### config.mk
export PLATFORM = sky130hd
export DESIGN_NAME = clk_div_sequencer
export DESIGN_NICKNAME = d
export VERILOG_FILES = /design/src/rtl/clk_div_pkg.sv /design/src/rtl/mod_n_counter.sv /design/src/rtl/clk_div_sequencer.sv
export SDC_FILE = /design/constraint.sdc
export NUM_CORES = 1
export LEC_CHECK = 0
export CAP_MARGIN = 20
export CORE_MARGIN = 4
export CORE_UTILIZATION = 46
export DETAILED_ROUTE_END_ITERATION = 10
export GPL_TIMING_DRIVEN = 1
export PLACE_DENSITY_LB_ADDON = 0.08
export SLEW_MARGIN = 20
export SYNTH_ARGS = -nofsm -noshare
export SYNTH_HDL_FRONTEND = slang
export SYNTH_HIERARCHICAL = 1
export SYNTH_SLANG_ARGS = --single-unit
### constraint.sdc
create_clock -name clk -period 4.8 [get_ports clk]
set_input_delay 1.2 -clock clk [delete_from_list [all_inputs] [get_ports clk]]
set_output_delay 1.2 -clock clk [all_outputs]
set_load 0.01 [all_outputs]
### src/rtl/clk_div_pkg.sv
// Shared types and helpers for the runtime clock-divider controller.
package clk_div_pkg;

  typedef enum logic [1:0] {
    STOP   = 2'd0,
    RUN    = 2'd1,
    SWITCH = 2'd2
  } state_e;

  localparam int unsigned MIN_DIV   = 2;
  localparam int unsigned STOP_CODE = 0;

  function automatic logic div_legal(input int unsigned div, input int unsigned max);
    return (div >= MIN_DIV) && (div <= max);
  endfunction

endpackage

### src/rtl/mod_n_counter.sv
// Mod-N counter: synchronous load of a new ratio restarts the count at 0;
// tc flags the last count (N-1) of the current period.
module mod_n_counter #(
  parameter int DIV_W = 8
) (
  input  logic             clk,
  input  logic             rst,
  input  logic             en,
  input  logic             load,
  input  logic [DIV_W-1:0] load_n,
  output logic [DIV_W-1:0] cnt,
  output logic             tc
);

  logic [DIV_W-1:0] cnt_q, cnt_d;
  logic [DIV_W-1:0] n_q, n_d;

  // A zero ratio means stopped; it must never look like a terminal count.
  assign tc  = (n_q != '0) && (cnt_q == n_q - DIV_W'(1));
  assign cnt = cnt_q;

  always_comb begin
    cnt_d = cnt_q;
    n_d   = n_q;
    if (load) begin
      cnt_d = '0;
      n_d   = load_n;
    end else if (en) begin
      cnt_d = tc ? '0 : cnt_q + DIV_W'(1);
    end
  end

  always_ff @(posedge clk) begin
    if (rst) begin
      cnt_q <= '0;
      n_q   <= '0;
    end else begin
      cnt_q <= cnt_d;
      n_q   <= n_d;
    end
  end

endmodule

### src/rtl/clk_div_sequencer.sv
// Runtime controller for the mod-N clock divider: accepts ratio/stop commands
// and applies them only on period boundaries so clk_out never shows a runt.
module clk_div_sequencer
  import clk_div_pkg::*;
#(
  parameter int DIV_W   = 8,
  parameter int MAX_DIV = 255
) (
  input  logic             clk,
  input  logic             rst,
  input  logic             cfg_valid,
  output logic             cfg_ready,
  input  logic [DIV_W-1:0] cfg_div,
  output logic             cfg_err,
  output logic             clk_out,
  output logic             period_tick,
  output logic             busy
);

  state_e           state_q, state_d;
  logic [DIV_W-1:0] cur_q, cur_d;
  logic [DIV_W-1:0] pend_q, pend_d;
  logic             err_q, err_d;
  logic             clk_out_q, clk_out_d;
  logic             tick_q, tick_d;

  logic             hs, legal, stop_req, en, load, apply, running_d;
  logic [DIV_W-1:0] load_n, apply_v, cnt, cnt_nxt;
  logic             tc;

  assign cfg_ready = (state_q != SWITCH);
  assign busy      = (state_q != STOP);
  assign en        = (state_q != STOP);
  assign hs        = cfg_valid & cfg_ready;
  assign legal     = div_legal(32'(cfg_div), MAX_DIV);
  assign stop_req  = (cfg_div == DIV_W'(STOP_CODE));

  mod_n_counter #(.DIV_W(DIV_W)) u_cnt (
    .clk    (clk),
    .rst    (rst),
    .en     (en),
    .load   (load),
    .load_n (load_n),
    .cnt    (cnt),
    .tc     (tc)
  );

  always_comb begin
    state_d = state_q;
    cur_d   = cur_q;
    pend_d  = pend_q;
    load    = 1'b0;
    load_n  = cur_q;
    apply   = 1'b0;
    apply_v = '0;
    err_d   = hs & ~legal & ~stop_req;

    case (state_q)
      STOP: begin
        if (hs && legal) begin
          load    = 1'b1;
          load_n  = cfg_div;
          cur_d   = cfg_div;
          state_d = RUN;
        end
      end
      RUN: begin
        if (hs && (legal || stop_req)) begin
          // On the last count the command lands on the boundary right away.
          if (tc) begin
            apply   = 1'b1;
            apply_v = cfg_div;
          end else begin
            pend_d  = cfg_div;
            state_d = SWITCH;
          end
        end
      end
      SWITCH: begin
        if (tc) begin
          apply   = 1'b1;
          apply_v = pend_q;
          pend_d  = '0;
        end
      end
      default: state_d = STOP;
    endcase

    // Stop is applied as a zero ratio, which also parks the counter at 0.
    if (apply) begin
      load    = 1'b1;
      load_n  = apply_v;
      cur_d   = apply_v;
      state_d = (apply_v == DIV_W'(STOP_CODE)) ? STOP : RUN;
    end

    // Outputs are registered from the count that will hold after this edge,
    // keeping clk_out/period_tick aligned with cnt.
    cnt_nxt   = load ? '0 : (en ? (tc ? '0 : cnt + DIV_W'(1)) : cnt);
    running_d = (state_d != STOP);
    clk_out_d = running_d && (cnt_nxt < (cur_d >> 1));
    tick_d    = running_d && (cnt_nxt == cur_d - DIV_W'(1));
  end

  always_ff @(posedge clk) begin
    if (rst) begin
      state_q   <= STOP;
      cur_q     <= '0;
      pend_q    <= '0;
      err_q     <= 1'b0;
      clk_out_q <= 1'b0;
      tick_q    <= 1'b0;
    end else begin
      state_q   <= state_d;
      cur_q     <= cur_d;
      pend_q    <= pend_d;
      err_q     <= err_d;
      clk_out_q <= clk_out_d;
      tick_q    <= tick_d;
    end
  end

  assign cfg_err     = err_q;
  assign clk_out     = clk_out_q;
  assign period_tick = tick_q;

endmodule

==> results_tabular.tex, run 1 <==
\begin{tabular}{lr}
\hline
Metric & Value \\
\hline
\multicolumn{2}{l}{\textbf{Run status}} \\
Outcome & finished, final reports clean \\
\multicolumn{2}{l}{\textbf{STA}} \\
Setup Total Neg Slack & 0 ns \\
Worst-Margin Slew & around 0.83 ns \\
Final min period & approximately 4.4 ns \\
Tightest slew margin relative to the limit & between 40 and 50\% \\
Clk\_skew & about 0.008 ns \\
Max Clk Rate & $\sim$0.23 GHz \\
Final clock period utilization by the worst path & between 90\% and 100\% \\
Hold Vio Cnt, Final & 0 \\
Setup repair after global routing missed its margin & no \\
Max-slew violation count & 0 \\
Setup Viol. Count Final & 0 \\
Worst hold margin & 0.496 ns \\
\multicolumn{2}{l}{\textbf{Layout}} \\
Share of layout cells above drive strength 1 & $\sim$14\% \\
Number of nets in the layout & between 300 and 400 \\
Number of antenna diodes & 0 \\
Area overhead of the layout relative to synthesis & 14.7\% \\
Number of fill cells in the layout & around 550 \\
\multicolumn{2}{l}{\textbf{Setup path}} \\
Capturing point of the worst reg2reg path & clk\_out \\
Critical-path top delay cell & sky130\_fd\_sc\_hd\_\_or4\_4 \\
Ordered cell list for the critical path & clkdlybuf4s50\_1, or4\_4, or4\_4, a21o\_4, nor2\_8, inv\_4, buf\_4, o211a\_1, ha\_1, a21o\_1, a2111oi\_0, o21a\_1 \\
Category of the critical setup timing path & input pin to flop \\
Critical path startpoint & cfg\_div[1] \\
Required @ worst endpoint & roughly 5.1 ns \\
Most common cell on crit path & sky130\_fd\_sc\_hd\_\_or4\_4 \\
Max FO, Critical Path & 16 \\
Termination of the worst setup path & clk\_out \\
Logic depth of the worst register-to-register path & 18 \\
Critical Path Source Type & input pin \\
Critical path endpoint category & flop \\
Critical register-to-register path startpoint & u\_cnt/n\_q[0] \\
Minimum setup slack among reg-to-reg paths & between 0.5 and 0.6 ns \\
Largest stage delay on the critical path & between 0.5 and 0.6 ns \\
Arrival time at the worst endpoint & 4.66 ns \\
\multicolumn{2}{l}{\textbf{Yosys}} \\
Largest family of logic cells by synthesized area & simple AND/OR/NAND/NOR gates \\
Syn Nets & 360 \\
\#FFs+latches synth & 37 \\
Adder and majority cell fraction of the synthesized area & 7.25\% \\
Top FF cell, synth & sky130\_fd\_sc\_hd\_\_dfxtp\_1 \\
Multiplexer share of the synthesized area & 4.35\% \\
Number of synthesis warnings & 6 \\
Fraction of synthesized cell area in xor and xnor cells & 9.52\% \\
Sequential share of the synthesized area & between 20 and 30\% \\
Async set or reset register ratio after synthesis & 0\% \\
Post-synthesis instance total & roughly 330 \\
Synth Cell Area & between 0.002 and 0.003 mm² \\
Area fraction in and, or, nand and nor cells after synthesis & between 20\% and 30\% \\
Complex-gate fraction of the synthesized area & a little under a fifth \\
Netlist cell types & 64 \\
Post-synth EDFFs & 0 \\
Avg Synthesized Cell Area & a little over 8 µm² \\
\multicolumn{2}{l}{\textbf{CTS}} \\
Later-pin clock latency in the skew report & 0.30 ns \\
Master cell of the clock root buffer & sky130\_fd\_sc\_hd\_\_clkbuf\_8 \\
Total CTS buffers & 5 \\
CTS sink count & 37 \\
Number of H-tree branching levels & 2 \\
CTS clock-pin slew for the worst setup and hold paths & approximately 0.080 ns \\
Number of setup buffers added after CTS & 0 \\
Number of resized instances in the post-cts repair step & 0 \\
Hold\_buf cts & 0 \\
Clock tree from TritonCTS & built \\
Longest Clk Path Bufs & 2 \\
\multicolumn{2}{l}{\textbf{Global route}} \\
Tot GR Track Use & roughly a fifth \\
Antenna violations before repair & 0 \\
Wire length of the first global-routing pass & $\sim$11000 µm \\
Vias in the first global route & 2247 \\
Largest net degree at the start of global routing & 20 \\
Residual overflow from global routing & 0 \\
\multicolumn{2}{l}{\textbf{Detailed routing}} \\
Antenna violation net count after detailed routing & 0 \\
Wirelength per Cell & 16.2 µm \\
Routed via count divided by cell count & 5.82 \\
Count of TritonRoute iterations in the first routing pass & 5 \\
WL final & 7050 µm \\
Via count of the routed design & 2528 \\
Number of remaining DRC errors & 0 \\
DRT iter0 DRCs & between 200 and 250 \\
\multicolumn{2}{l}{\textbf{Placed design}} \\
Routability cong. & roughly 0.86 \\
Count of input and output buffers & 15 \\
Post-detail-place hpwl & roughly 5400 µm \\
\multicolumn{2}{l}{\textbf{Floorplanning}} \\
Number of top-level pins & 16 \\
Width of the die & between 80 and 90 µm \\
Row cnt & 27 \\
Initial cell density of the core & around half \\
Std-Cell Core Area & about 0.0057 mm² \\
Die outline area & between 0.007 and 0.008 mm² \\
DIE HEIGHT & approximately 85 µm \\
\multicolumn{2}{l}{\textbf{Power}} \\
Static Leakage & 0.00130 µW \\
Power Density & roughly 490 mW/mm² \\
Maximum vdd ir drop & 0.253 mV \\
\multicolumn{2}{l}{\textbf{Worst hold path}} \\
Kind of path behind the tightest hold check & flop to flop \\
Start point of the worst min-delay path & pend\_q[0] \\
\multicolumn{2}{l}{\textbf{Job}} \\
Max Cap Viol & 0 \\
\hline
\end{tabular}
placed cells by master, fill, tap and decap left out, types with 5 or more instances in the layout:
master,n
sky130_fd_sc_hd__a21o_1,5
sky130_fd_sc_hd__a22oi_1,5
sky130_fd_sc_hd__o21ai_0,9
sky130_fd_sc_hd__dfxtp_1,37
sky130_fd_sc_hd__nand3b_1,7
sky130_fd_sc_hd__nand3_1,12
sky130_fd_sc_hd__nor3_1,12
sky130_fd_sc_hd__clkbuf_8,5
sky130_fd_sc_hd__xnor2_1,16
sky130_fd_sc_hd__inv_1,15
sky130_fd_sc_hd__nand4_1,10
sky130_fd_sc_hd__nand2_1,22
sky130_fd_sc_hd__a21oi_1,16
sky130_fd_sc_hd__clkdlybuf4s50_1,15
sky130_fd_sc_hd__xor2_1,14
sky130_fd_sc_hd__buf_4,19
sky130_fd_sc_hd__ha_1,16
sky130_fd_sc_hd__mux2i_1,12
sky130_fd_sc_hd__nor2_1,35
where the power goes:
| group | total [µW] | internal [µW] | leakage, µW | switching [µW] |
|---|---|---|---|---|
| Sequential | 439 | 364 | 0.000301 | 74.9 |
| Combinational | 887 | 394 | 0.000955 | 492 |
| Clock | 217 | 101 | 0.0000450 | 116 |
| Total | 1540 | 859 | 0.00130 | 684 |
cell usage after synthesis (2+ instances only):
cell type | number | area, µm²
sky130_fd_sc_hd__nand3_1 | 12 | 60.1
sky130_fd_sc_hd__nor3b_1 | 2 | 15.0
sky130_fd_sc_hd__and3_1 | 4 | 25.0
sky130_fd_sc_hd__nor3_1 | 12 | 60.1
sky130_fd_sc_hd__nor4_1 | 3 | 18.8
sky130_fd_sc_hd__xor2_1 | 14 | 123
sky130_fd_sc_hd__o21a_1 | 4 | 30.0
sky130_fd_sc_hd__o32ai_1 | 2 | 17.5
sky130_fd_sc_hd__nor2b_1 | 4 | 25.0
sky130_fd_sc_hd__o211a_1 | 2 | 20.0
sky130_fd_sc_hd__a31oi_1 | 4 | 25.0
sky130_fd_sc_hd__nor2_1 | 35 | 131
sky130_fd_sc_hd__or4_4 | 2 | 22.5
sky130_fd_sc_hd__a211oi_1 | 2 | 15.0
sky130_fd_sc_hd__mux2i_1 | 12 | 120
sky130_fd_sc_hd__a22o_1 | 3 | 26.3
sky130_fd_sc_hd__or2_2 | 3 | 18.8
sky130_fd_sc_hd__nand4_1 | 10 | 62.6
sky130_fd_sc_hd__nor3_2 | 2 | 20.0
sky130_fd_sc_hd__nand2b_1 | 2 | 12.5
sky130_fd_sc_hd__inv_1 | 15 | 56.3
sky130_fd_sc_hd__a21o_1 | 5 | 37.5
sky130_fd_sc_hd__a21oi_1 | 16 | 80.1
sky130_fd_sc_hd__dfxtp_1 | 37 | 741
sky130_fd_sc_hd__nand3b_1 | 7 | 52.6
sky130_fd_sc_hd__and3b_1 | 2 | 17.5
sky130_fd_sc_hd__o31ai_1 | 2 | 15.0
sky130_fd_sc_hd__o21ai_1 | 3 | 15.0
sky130_fd_sc_hd__o211ai_2 | 2 | 25.0
sky130_fd_sc_hd__ha_1 | 16 | 200
sky130_fd_sc_hd__nand2_1 | 22 | 82.6
sky130_fd_sc_hd__o21ai_0 | 9 | 45.0
sky130_fd_sc_hd__xnor2_1 | 16 | 140
sky130_fd_sc_hd__clkbuf_1 | 10 | 37.5
sky130_fd_sc_hd__a22oi_1 | 5 | 37.5
sky130_fd_sc_hd__buf_6 | 2 | 22.5
sky130_fd_sc_hd__a222oi_1 | 3 | 30.0
how the worst min path moves through the flow:
stage,end,slack [ns],cells past startpoint
after global routing,pend_q[0],0.52,2
after detailed placement,pend_q[0],0.48,2
final,pend_q[0],0.50,2
after CTS,pend_q[1],0.49,2
after floorplan,pend_q[7],0.44,2
after global placement,pend_q[0],0.47,2
metal layers:
metal  routed length [µm]  GRT usage [%]  vias up
li1                     -              -     1267
met1                 3630           31.4     1177
met2                 2920           25.6       76
met3                  408           3.79        8
met4                   87           6.04        0
met5                    0              0        -
cell families (layout without fill, tap and decap cells):
kind of cell    Yosys count  after routing
compound gates           73             73
xor+xnor                 30             30
fa+ha+maj                16             16
buf+inv                  30             59
flops                    37             37
mux                      12             12
simple gates            135            135
stage by stage:
step / power [µW] / area (µm²) / std cells / util (%) / setup slack (ns)
after floorplan: 1100 / 2760 / 333 / - / 0.464
after global placement: 1320 / 3080 / 426 / 54.3 / 0.122
after detailed placement: 1330 / 3080 / 426 / 54.3 / 0.0882
after CTS: 1550 / 3160 / 434 / 55.7 / 0.401
after global routing: 1670 / 3170 / 434 / 55.8 / 0.215
final: 1540 / 3170 / 434 / 55.8 / 0.383
sequential cells by signal (all words and copies together) (netlist names):
| register | cells |
|---|---|
| period_tick | 1 |
| cur_q | 8 |
| state_q | 2 |
| clk_out | 1 |
| cfg_err | 1 |
| pend_q | 8 |
| u_cnt/cnt | 8 |
| u_cnt/n_q | 8 |
cell type report:
cell class                 instances  area [µm²]  share of cell area (%)
sequential                        37         741                    23.4
inverter                          17        66.3                    2.09
tap                               72        90.1                    2.84
multi-input combinational        266        1890                    59.8
timing repair buffer              34         293                    9.25
clock buffer                       6        72.6                    2.29
clock inverter                     2        10.0                   0.316
critical path: cells and delay by family:
kind	cells	cell delay [ns]
buffers and inverters	3	0.67
adder cells (fa/ha/maj)	1	0.33
AND/OR/NAND/NOR	3	1.16
AO/OA/AOI/OAI	5	1.29
Note: power is estimated with default switching activity, not from simulation.
==> run 2: changes to the inputs <==
--- a/config.mk
+++ b/config.mk
@@ -11,7 +11,7 @@
 export DETAILED_ROUTE_END_ITERATION = 10
 export GPL_TIMING_DRIVEN = 1
 export PLACE_DENSITY_LB_ADDON = 0.08
-export SLEW_MARGIN = 20
+export SLEW_MARGIN = 25
 export SYNTH_ARGS = -nofsm -noshare
 export SYNTH_HDL_FRONTEND = slang
 export SYNTH_HIERARCHICAL = 1
==> run 2 against run 1 <==
Compared with the run above:
- non-clock buffer count unchanged
- first-iteration DRC count is 24% lower
- sequential power barely moved
- sequential share of layout area is 0.25 points lower
- highest routed layer unchanged
- clock skew up 0.0035 ns
- largest power group unchanged
- core utilization grew 0.60 points
==> results_tabular.tex, run 2 (same netlist as run 1, synthesis figures left out) <==
\begin{tabular}{lr}
\hline
Metric & Value \\
\hline
\multicolumn{2}{l}{\textbf{Setup path}} \\
Required @ worst endpoint & 5.04 ns (was 5.05 ns) \\
Critical-path top delay cell & sky130\_fd\_sc\_hd\_\_or4\_4 (unchanged) \\
Ordered cell list for the critical path & clkdlybuf4s50\_1, or4\_4, or4\_4, a21o\_4, nor2\_8, inv\_4, or2\_1, nor2\_1, ha\_1, a21o\_1, a21o\_1, a2111oi\_0, o21a\_1 (was clkdlybuf4s50\_1, or4\_4, or4\_4, a21o\_4, nor2\_8, inv\_4, buf\_4, o211a\_1, ha\_1, a21o\_1, a2111oi\_0, o21a\_1) \\
Arrival time at the worst endpoint & 4.68 ns (was 4.66 ns) \\
Category of the critical setup timing path & input pin to flop (unchanged) \\
Critical Path Source Type & input pin (unchanged) \\
Critical path endpoint category & flop (unchanged) \\
Max FO, Critical Path & 4 (was 16) \\
Largest stage delay on the critical path & 0.55 ns (was 0.54 ns) \\
\multicolumn{2}{l}{\textbf{Global route}} \\
Wire length of the first global-routing pass & 11500 µm (about the same) \\
Residual overflow from global routing & 0 (unchanged) \\
Antenna violations before repair & 0 (unchanged) \\
Global Route met2 Usage & 27.0\% (was 25.6\%) \\
Met3 Use GR & 3.59\% (was 3.79\%) \\
Tot GR Track Use & 19.5\% (was 19.6\%) \\
Largest net degree at the start of global routing & 20 (unchanged) \\
GR Util met1 & 30.7\% (was 31.4\%) \\
Routing layer with the top usage in global route & met1 (unchanged) \\
Vias in the first global route & 2262 (was 2247) \\
\multicolumn{2}{l}{\textbf{Detailed routing}} \\
Number of remaining DRC errors & 0 (unchanged) \\
Via count of the routed design & 2500 (was 2528) \\
WL final & 7110 µm (was 7050 µm) \\
Antenna violation net count after detailed routing & 0 (unchanged) \\
Routed via count divided by cell count & 5.76 (was 5.82) \\
Count of TritonRoute iterations in the first routing pass & 5 (unchanged) \\
DRT iter0 DRCs & 164 (was 217) \\
Wirelength per Cell & 16.4 µm (was 16.2 µm) \\
\multicolumn{2}{l}{\textbf{CTS}} \\
CTS clock-pin slew for the worst setup and hold paths & 0.08 ns (about the same) \\
Number of H-tree branching levels & 2 (unchanged) \\
Clock tree from TritonCTS & built (unchanged) \\
Hold\_buf cts & 0 (unchanged) \\
Longest Clk Path Bufs & 2 (unchanged) \\
CTS sink count & 37 (unchanged) \\
Number of setup buffers added after CTS & 0 (unchanged) \\
Number of resized instances in the post-cts repair step & 0 (unchanged) \\
Total CTS buffers & 5 (unchanged) \\
Later-pin clock latency in the skew report & 0.29 ns (was 0.30 ns) \\
Master cell of the clock root buffer & sky130\_fd\_sc\_hd\_\_clkbuf\_8 (unchanged) \\
\multicolumn{2}{l}{\textbf{STA}} \\
Clk\_skew & 0.0115 ns (was 0.00800 ns) \\
Worst-Margin Slew & 0.879 ns (was 0.829 ns) \\
Tightest slew margin relative to the limit & 41.4\% (was 44.8\%) \\
Final min period & 4.45 ns (was 4.42 ns) \\
Setup Viol. Count Final & 0 (unchanged) \\
Final clock period utilization by the worst path & 92.6\% (was 92.0\%) \\
Setup repair after global routing missed its margin & no (unchanged) \\
Hold Vio Cnt, Final & 0 (unchanged) \\
Setup Total Neg Slack & 0 ns (unchanged) \\
Max-slew violation count & 0 (unchanged) \\
Max Clk Rate & 0.225 GHz (was 0.226 GHz) \\
\multicolumn{2}{l}{\textbf{Power}} \\
Total power of the final layout & 1610 µW (was 1540 µW) \\
Static Leakage & 0.00131 µW (was 0.00130 µW) \\
Maximum vdd ir drop & 0.240 mV (was 0.253 mV) \\
Power Density & 503 mW/mm² (was 487 mW/mm²) \\
\multicolumn{2}{l}{\textbf{Floorplanning}} \\
Std-Cell Core Area & 0.00568 mm² (unchanged) \\
Width of the die & 85.5 µm (unchanged) \\
Row cnt & 27 (unchanged) \\
Die outline area & 0.00730 mm² (unchanged) \\
Initial cell density of the core & 48.6\% (unchanged) \\
DIE HEIGHT & 85.5 µm (unchanged) \\
Number of top-level pins & 16 (unchanged) \\
\multicolumn{2}{l}{\textbf{Worst hold path}} \\
Kind of path behind the tightest hold check & flop to flop (unchanged) \\
\multicolumn{2}{l}{\textbf{Layout}} \\
Area used by multi-input combinational logic & 0.00189 mm² (unchanged) \\
Leading cell type in the layout, fill and taps excluded & sky130\_fd\_sc\_hd\_\_dfxtp\_1 (unchanged) \\
Area overhead of the layout relative to synthesis & 16.0\% (was 14.7\%) \\
Number of nets in the layout & 388 (unchanged) \\
Area occupied by registers & 741 µm² (unchanged) \\
Core Util, Final & 56.4\% (was 55.8\%) \\
Number of antenna diodes & 0 (unchanged) \\
Share of layout cells above drive strength 1 & 13.5\% (unchanged) \\
Number of fill cells in the layout & 531 (was 545) \\
Top library cells by usage in the layout, fill and taps aside & sky130\_fd\_sc\_hd\_\_dfxtp\_1, sky130\_fd\_sc\_hd\_\_nor2\_1, sky130\_fd\_sc\_hd\_\_nand2\_1 (unchanged) \\
\multicolumn{2}{l}{\textbf{Run status}} \\
Outcome & finished, final reports clean (unchanged) \\
\multicolumn{2}{l}{\textbf{Placed design}} \\
Routability cong. & 0.865 (unchanged) \\
Count of input and output buffers & 15 (unchanged) \\
Post-detail-place hpwl & 5390 µm (was 5380 µm) \\
\multicolumn{2}{l}{\textbf{Job}} \\
Max Cap Viol & 0 (unchanged) \\
\hline
\end{tabular}
[run 2: worst paths after layout]
| kind | from | end | slack (ns) | cells after the start |
|---|---|---|---|---|
| setup / recovery | cfg_div[1] | clk_out | 0.35 | 13 |
| setup reg to reg | u_cnt/n_q[0] | clk_out | 0.53 | 18 |
| hold reg to reg | pend_q[0] | pend_q[0] | 0.49 | 2 |
| hold / removal | pend_q[0] | pend_q[0] | 0.49 | 2 |
[run 2: power breakdown]
group / switching [µW] / total [µW] / internal (µW)
clock: 113 / 282 / 169
combinational: 493 / 887 / 394
sequential: 76.0 / 440 / 364
total: 682 / 1610 / 927
[run 2: layer usage]
metal / up-vias / wire length (µm)
li1: 1264 / -
met1: 1165 / 3720
met2: 64 / 2960
met3: 7 / 362
met4: 0 / 65
met5: - / 0
[run 2: metrics by stage]
step | cells | hold slack (ns) | cell area (µm²) | setup WS [ns]
after floorplan | 333 | 0.445 | 2760 | 0.464
after global placement | 426 | 0.475 | 3080 | 0.122
after detailed placement | 426 | 0.476 | 3080 | 0.0711
after CTS | 434 | 0.491 | 3200 | 0.369
after global routing | 434 | 0.494 | 3200 | 0.196
final | 434 | 0.486 | 3200 | 0.353
[run 2: layout make-up]
| cell class | count | share of cell area [%] |
|---|---|---|
| Inverter | 17 | 2.07 |
| Sequential cell | 37 | 23.1 |
| Clock inverter | 1 | 0.938 |
| Multi-Input combinational cell | 266 | 59.2 |
| Clock buffer | 7 | 2.70 |
| Tap cell | 72 | 2.81 |
| Timing Repair Buffer | 34 | 9.15 |
[run 2: critical path, delay by kind of cell]
kind                       cells  cell delay (ns)
buffers and inverters          2             0.47
and+or+nand+nor                5             1.57
AOI/OAI and AO/OA              5             1.18
adders and majority gates      1             0.27
